**src/rtl/mic_frame_buffer.sv**
```systemverilog
// mic_frame_buffer: circular mic sample buffer that captures one frame
// around an impact trigger and replays it over a valid/ready stream.
//
// Ports:
//   clk_i, rst_n_i   clock, async active-low reset
//   data_i/data_en_i signed 8-bit sample and its one-cycle strobe
//   capture_en_i     impact-detect level; its rising edge triggers
//   out_data_o       frame sample, oldest first
//   out_valid_o      out_data_o valid
//   out_ready_i      consumer accepts the sample
//   out_last_o       final sample of the frame
//   busy_o           frame in progress (POST or READ)
module mic_frame_buffer #(
    parameter int FRAME_LEN = 256,
    parameter int ADDR_W    = 8,
    parameter int PRE_LEN   = 32
) (
    input  logic       clk_i,
    input  logic       rst_n_i,
    input  logic [7:0] data_i,
    input  logic       data_en_i,
    input  logic       capture_en_i,
    output logic [7:0] out_data_o,
    output logic       out_valid_o,
    input  logic       out_ready_i,
    output logic       out_last_o,
    output logic       busy_o
);

    localparam int FW = $clog2(PRE_LEN + 1);
    localparam logic [FW-1:0] PRE_MAX = FW'(PRE_LEN);
    localparam logic [ADDR_W:0] FRAME_CNT = (ADDR_W + 1)'(FRAME_LEN);
    localparam logic [ADDR_W-1:0] LAST_IDX = ADDR_W'(FRAME_LEN - 1);

    typedef enum logic [1:0] {
        IDLE,
        POST,
        READ
    } state_t;

    state_t state_q;
    state_t state_d;

    logic [7:0] mem [FRAME_LEN];

    logic [ADDR_W-1:0] wr_ptr;
    logic [ADDR_W-1:0] start_ptr;
    logic [ADDR_W-1:0] rd_ptr;
    logic [ADDR_W-1:0] rd_nxt;
    logic [ADDR_W-1:0] rd_cnt;
    logic [FW-1:0]     fill_cnt;
    logic [ADDR_W:0]   post_rem;
    logic [ADDR_W:0]   post_init;
    logic              cap_q;
    logic              trig;
    logic              wr_en;
    logic              xfer;

    assign trig   = (state_q == IDLE) && capture_en_i && !cap_q;
    assign wr_en  = data_en_i && (state_q != READ);
    assign xfer   = out_valid_o && out_ready_i;
    assign rd_nxt = rd_ptr + ADDR_W'(1);
    assign busy_o = (state_q != IDLE);

    // Post-trigger samples still owed; a sample arriving with the
    // trigger already counts as the first one.
    assign post_init = FRAME_CNT
                     - (ADDR_W + 1)'(fill_cnt)
                     - (ADDR_W + 1)'(data_en_i);

    always_ff @(posedge clk_i or negedge rst_n_i) begin
        if (!rst_n_i) begin
            state_q <= IDLE;
        end else begin
            state_q <= state_d;
        end
    end

    always_comb begin
        state_d = state_q;
        unique case (state_q)
            IDLE: begin
                if (trig) begin
                    state_d = (post_init == '0) ? READ : POST;
                end
            end
            POST: begin
                if (data_en_i && post_rem == (ADDR_W + 1)'(1)) begin
                    state_d = READ;
                end
            end
            READ: begin
                if (xfer && out_last_o) begin
                    state_d = IDLE;
                end
            end
            default: state_d = IDLE;
        endcase
    end

    // Sample storage carries no reset; only written outside READ.
    always_ff @(posedge clk_i) begin
        if (wr_en) begin
            mem[wr_ptr] <= data_i;
        end
    end

    always_ff @(posedge clk_i or negedge rst_n_i) begin
        if (!rst_n_i) begin
            wr_ptr      <= '0;
            start_ptr   <= '0;
            rd_ptr      <= '0;
            rd_cnt      <= '0;
            fill_cnt    <= '0;
            post_rem    <= '0;
            cap_q       <= 1'b0;
            out_data_o  <= '0;
            out_valid_o <= 1'b0;
            out_last_o  <= 1'b0;
        end else begin
            // Edge register tracks the level in every state, so a level
            // held across a frame never looks like a new edge.
            cap_q <= capture_en_i;
            if (wr_en) begin
                wr_ptr <= wr_ptr + ADDR_W'(1);
            end
            unique case (state_q)
                IDLE: begin
                    if (trig) begin
                        start_ptr <= wr_ptr - ADDR_W'(fill_cnt);
                        post_rem  <= post_init;
                    end else if (data_en_i && fill_cnt != PRE_MAX) begin
                        fill_cnt <= fill_cnt + FW'(1);
                    end
                end
                POST: begin
                    if (data_en_i) begin
                        post_rem <= post_rem - (ADDR_W + 1)'(1);
                    end
                end
                READ: begin
                    // Output register doubles as the synchronous RAM read
                    // port; it reloads only when the current word is taken.
                    if (!out_valid_o) begin
                        out_data_o  <= mem[start_ptr];
                        out_valid_o <= 1'b1;
                        out_last_o  <= (LAST_IDX == '0);
                        rd_ptr      <= start_ptr;
                        rd_cnt      <= '0;
                    end else if (out_ready_i) begin
                        if (out_last_o) begin
                            out_valid_o <= 1'b0;
                            out_last_o  <= 1'b0;
                            fill_cnt    <= '0;
                        end else begin
                            out_data_o <= mem[rd_nxt];
                            rd_ptr     <= rd_nxt;
                            rd_cnt     <= rd_cnt + ADDR_W'(1);
                            out_last_o <= (rd_cnt + ADDR_W'(1) == LAST_IDX);
                        end
                    end
                end
                default: begin
                end
            endcase
        end
    end

endmodule
```
**config.mk**
```make
export PLATFORM = sky130hd
export DESIGN_NAME = mic_frame_buffer
export DESIGN_NICKNAME = d
export VERILOG_FILES = /design/src/rtl/mic_frame_buffer.sv
export SDC_FILE = /design/constraint.sdc
export NUM_CORES = 2
export LEC_CHECK = 0
export ABC_AREA = 0
export CAP_MARGIN = 25
export CORE_AREA = 2 2 419 421
export CTS_CLUSTER_DIAMETER = 200
export DETAILED_ROUTE_END_ITERATION = 7
export DIE_AREA = 0 0 421 423
export GPL_ROUTABILITY_DRIVEN = 0
export PLACE_DENSITY_LB_ADDON = 0.3
export SLEW_MARGIN = 20
export SYNTH_ARGS = -nofsm -noshare
export SYNTH_HDL_FRONTEND = slang
export SYNTH_SLANG_ARGS = --single-unit
```
**constraint.sdc**
```tcl
create_clock -name clk_i -period 3.1 [get_ports clk_i]
set_input_delay 0.62 -clock clk_i [delete_from_list [all_inputs] [get_ports clk_i]]
set_output_delay 0.62 -clock clk_i [all_outputs]
set_load 0.03 [all_outputs]
```
==> out/qor.csv <==
stage,metric,value,unit
run_status,status,"finished, violations left",
run_status,failing checks,"design-rule violations, negative setup slack",
timing,fin crit share,113,%
timing,Final Hold Fails,0,
routing,overall routed net length,339,mm
global_route,initial antenna violation count,18,
timing,FMAX,286,MHz
critical_path,critical path type,flip-flop to flip-flop,
finish,Final #Nets,6702,
global_route,vias in the first global route,66900,
routing,drc violations,1,
timing,# setup viols final,8,
finish,fraction of layout cells with a size suffix above 1,38.0,%
critical_path,Worst Path Arrival,4260,ps
critical_path,CP Launch Type,flip-flop,
die,starting density of the core,57.9,%
flow_run,number of max-cap violations,0,
critical_path,Worst EP required,3860,ps
die,Ports,24,
critical_path,"slowest stage delay, CP",490,ps
finish,combined area of the multi-input logic cells,35600,sq um
routing,initial drt markers,12400,
global_route,met3 Use GR,12.6,%
timing,Final min period,3500,ps
timing,Slew @ Worst Pin,1030,ps
placement,DPL Wire Length,224,mm
timing,setup TNS,-2780,ps
clock_tree,Sink Count,2108,
yosys,cell count after synthesis,5758,
finish,"commonest cells after routing, fill and taps aside","edfxtp_1, mux4_2, buf_4",
power,leakage power,40.3,nW
clock_tree,root cell of the clock tree,clkbuf_16,
die,core area,173000,sq um
finish,filler cell count,10500,
yosys,Syn Area/Cell,17.4,sq um
die,Die H,423,um
power,Max IR drop VDD,0.000965,V
die,# rows,153,
clock_tree,Max Root-Sink Buffers,3,
routing,vias per cell,7.33,
yosys,number of synthesized flops with an enable pin,2048,
die,Die Wd,421,um
power,Pwr Density,1120,nW/um^2
global_route,first-pass GRT wire length,483,mm
clock_tree,"Clk Latency, worst-skew pair",890,ps
clock_tree,CTS Buf Count,212,
timing,Layout Skew,64.9,ps
die,Die ar.,178000,sq um
timing,unrepaired setup endpoints after global routing,true,
critical_path,worst path cell trace,ha_4 > buf_12 > buf_16 > buf_6 > mux4_2 > mux4_2 > o211ai_1 > buf_4 > a41oi_2 > buf_6 > a2111oi_4 > o21ai_1,
routing,drt wl/cell,36.9,um
routing,total number of vias,67300,
timing,relative slew slack,31.2,%
yosys,synth warn,0,
global_route,total gr overflow,0,
yosys,"FF+latch count, synth",2108,
clock_tree,CTS tree,yes,
yosys,post-synthesis cell area,100000,sq um
routing,post-route ant nets,0,
global_route,routing usage on met1,48.7,%
global_route,GR Util met2,57.3,%
critical_path,CP max stage cell,dfrtp_4,
clock_tree,clk slew on worst S/H paths,60,ps
yosys,ys async rst share,2.85,%
global_route,largest net degree at the start of global routing,118,
placement,IO Port Bufs,23,
timing,Slew Limit Fails,0,
finish,fin cells,9178,
hold_path,Hold WC Path Type,primary input to flip-flop,
global_route,Top Usage Layer GRT,met2,
clock_tree,H-tree depth,4,
finish,Area Overhead vs Synth,20.0,%
yosys,Synth cell types,80,
critical_path,crit path capture type,flip-flop,
yosys,sequential fraction of the synthesis area,62.8,%
routing,drt first pass iters,8,
yosys,Post-Syn Nets,5799,
timing,Final WS setup,-401,ps
critical_path,Crit Path Max Fanout,6,
yosys,Most used DFF post-synth,edfxtp_1,
finish,Storage cell area,63000,sq um
finish,Final Util,69.4,%
finish,"most common cell after layout, fill and taps aside",edfxtp_1,
placement,Worst Setup Slack post-DPL,-775,ps
global_route,gr usage total,38.0,%
placement,placed cells,8664,
-- synth_stat cells, drive strengths merged (30+ instances only) --
master	instances	share of area (%)
mux4	996	22
buf	297	1.9
a221oi	35	0.31
and3	36	0.22
nor3	33	0.16
a22oi	38	0.28
edfxtp	2048	61
dfrtp	60	1.5
mux2i	198	2.0
a32oi	32	0.28
clkbuf	157	0.59
o21ai	94	0.47
a31oi	55	0.34
nor2b	30	0.19
o22ai	32	0.20
a21oi	66	0.33
a311oi	31	0.27
nor2	339	1.3
nand2	657	2.5
nand3	217	1.1
-- worst max-delay path: cells and delay by family (launching register included) --
kind                     cells  cell delay (ps)
multiplexers                 2              930
buffers and inverters        5              890
AO/OA/AOI/OAI                4              760
flip-flops                   1              490
adder cells (fa/ha/maj)      1              310
-- sequential cells by signal, indices dropped and copies added (netlist names) --
name         cells
rd_ptr           8
state_q          2
start_ptr        8
fill_cnt         6
cap_q            1
post_rem         9
out_valid_o      1
rd_cnt           8
out_data_o       8
wr_ptr           8
out_last_o       1
mem           2048
-- where the power goes --
part	internal, W	total, W	switching [W]
clock	0.0148	0.0263	0.0115
sequential	0.0318	0.0327	0.000879
combinational	0.0345	0.0755	0.0410
total	0.0812	0.135	0.0534
-- per-stage QoR --
stage,total power [W],cell area (sq um),hold slack (ps)
2_1_floorplan,0.0707,100000,324
3_3_place_gp,0.0980,111000,472
3_5_place_dp,0.0986,111000,473
4_1_cts,0.131,120000,148
5_1_grt,0.137,120000,185
6_report,0.135,120000,187
-- worst paths after layout --
| kind | slack [ps] | start | depth (start not counted) | end |
|---|---|---|---|---|
| worst min-delay path | 190 | data_i[1] | 1 | mem[45][1]$_DFFE_PP_ |
| worst max register to register | -400 | rd_ptr[0]$_DFFE_PN0P_ | 12 | out_data_o[5]$_DFFE_PN0P_ |
| worst max-delay path | -400 | rd_ptr[0]$_DFFE_PN0P_ | 12 | out_data_o[5]$_DFFE_PN0P_ |
| max in group asynchronous | 1980 | rst_n_i | 2 | rd_ptr[0]$_DFFE_PN0P_ |
| min in group asynchronous | 400 | rst_n_i | 2 | out_last_o$_DFFE_PN0P_ |
| worst min register to register | 490 | post_rem[8]$_DFFE_PN0P_ | 2 | post_rem[8]$_DFFE_PN0P_ |
-- area by class of cell --
cell class,count,area share (%)
Sequential cell,2108,52.4
Multi-Input combinational cell,3168,29.6
Timing Repair Buffer,1143,9.55
Clock buffer,244,4.52
Tap cell,2325,2.42
Clock inverter,151,1.39
Inverter,28,0.0895
Antenna cell,11,0.0229
-- timing repair --
item | in CTS | in global routing
cloned | 19 | 1
setup endpoints to repair | 9 | 8
gates resized for setup | 213 | 57
buffers inserted | 72 | 17
endpoints found under the hold margin | 49 | 0
hold buffers | 1 | 0
pin swaps | 64 | 21
-- routing by layer --
layer	share of wire, %	vias to the layer above
met2	45	6478
met5	0.053	-
met1	32	33800
met4	7.4	12
li1	-	25600
met3	16	1360
-- cells by family (layout without fill, tap and decap cells) --
logic type	count (synthesis)	after routing	synth area share (%)
buffers and inverters	482	1566	2.57
AO/OA/AOI/OAI	513	513	3.59
multiplexers	1198	1198	24.4
other	0	11	0
flip-flops	2108	2108	62.8
XOR/XNOR	34	34	0.312
AND/OR/NAND/NOR	1395	1395	5.93
adder cells (fa/ha/maj)	28	28	0.357
Power figures use the tool's default switching activity.
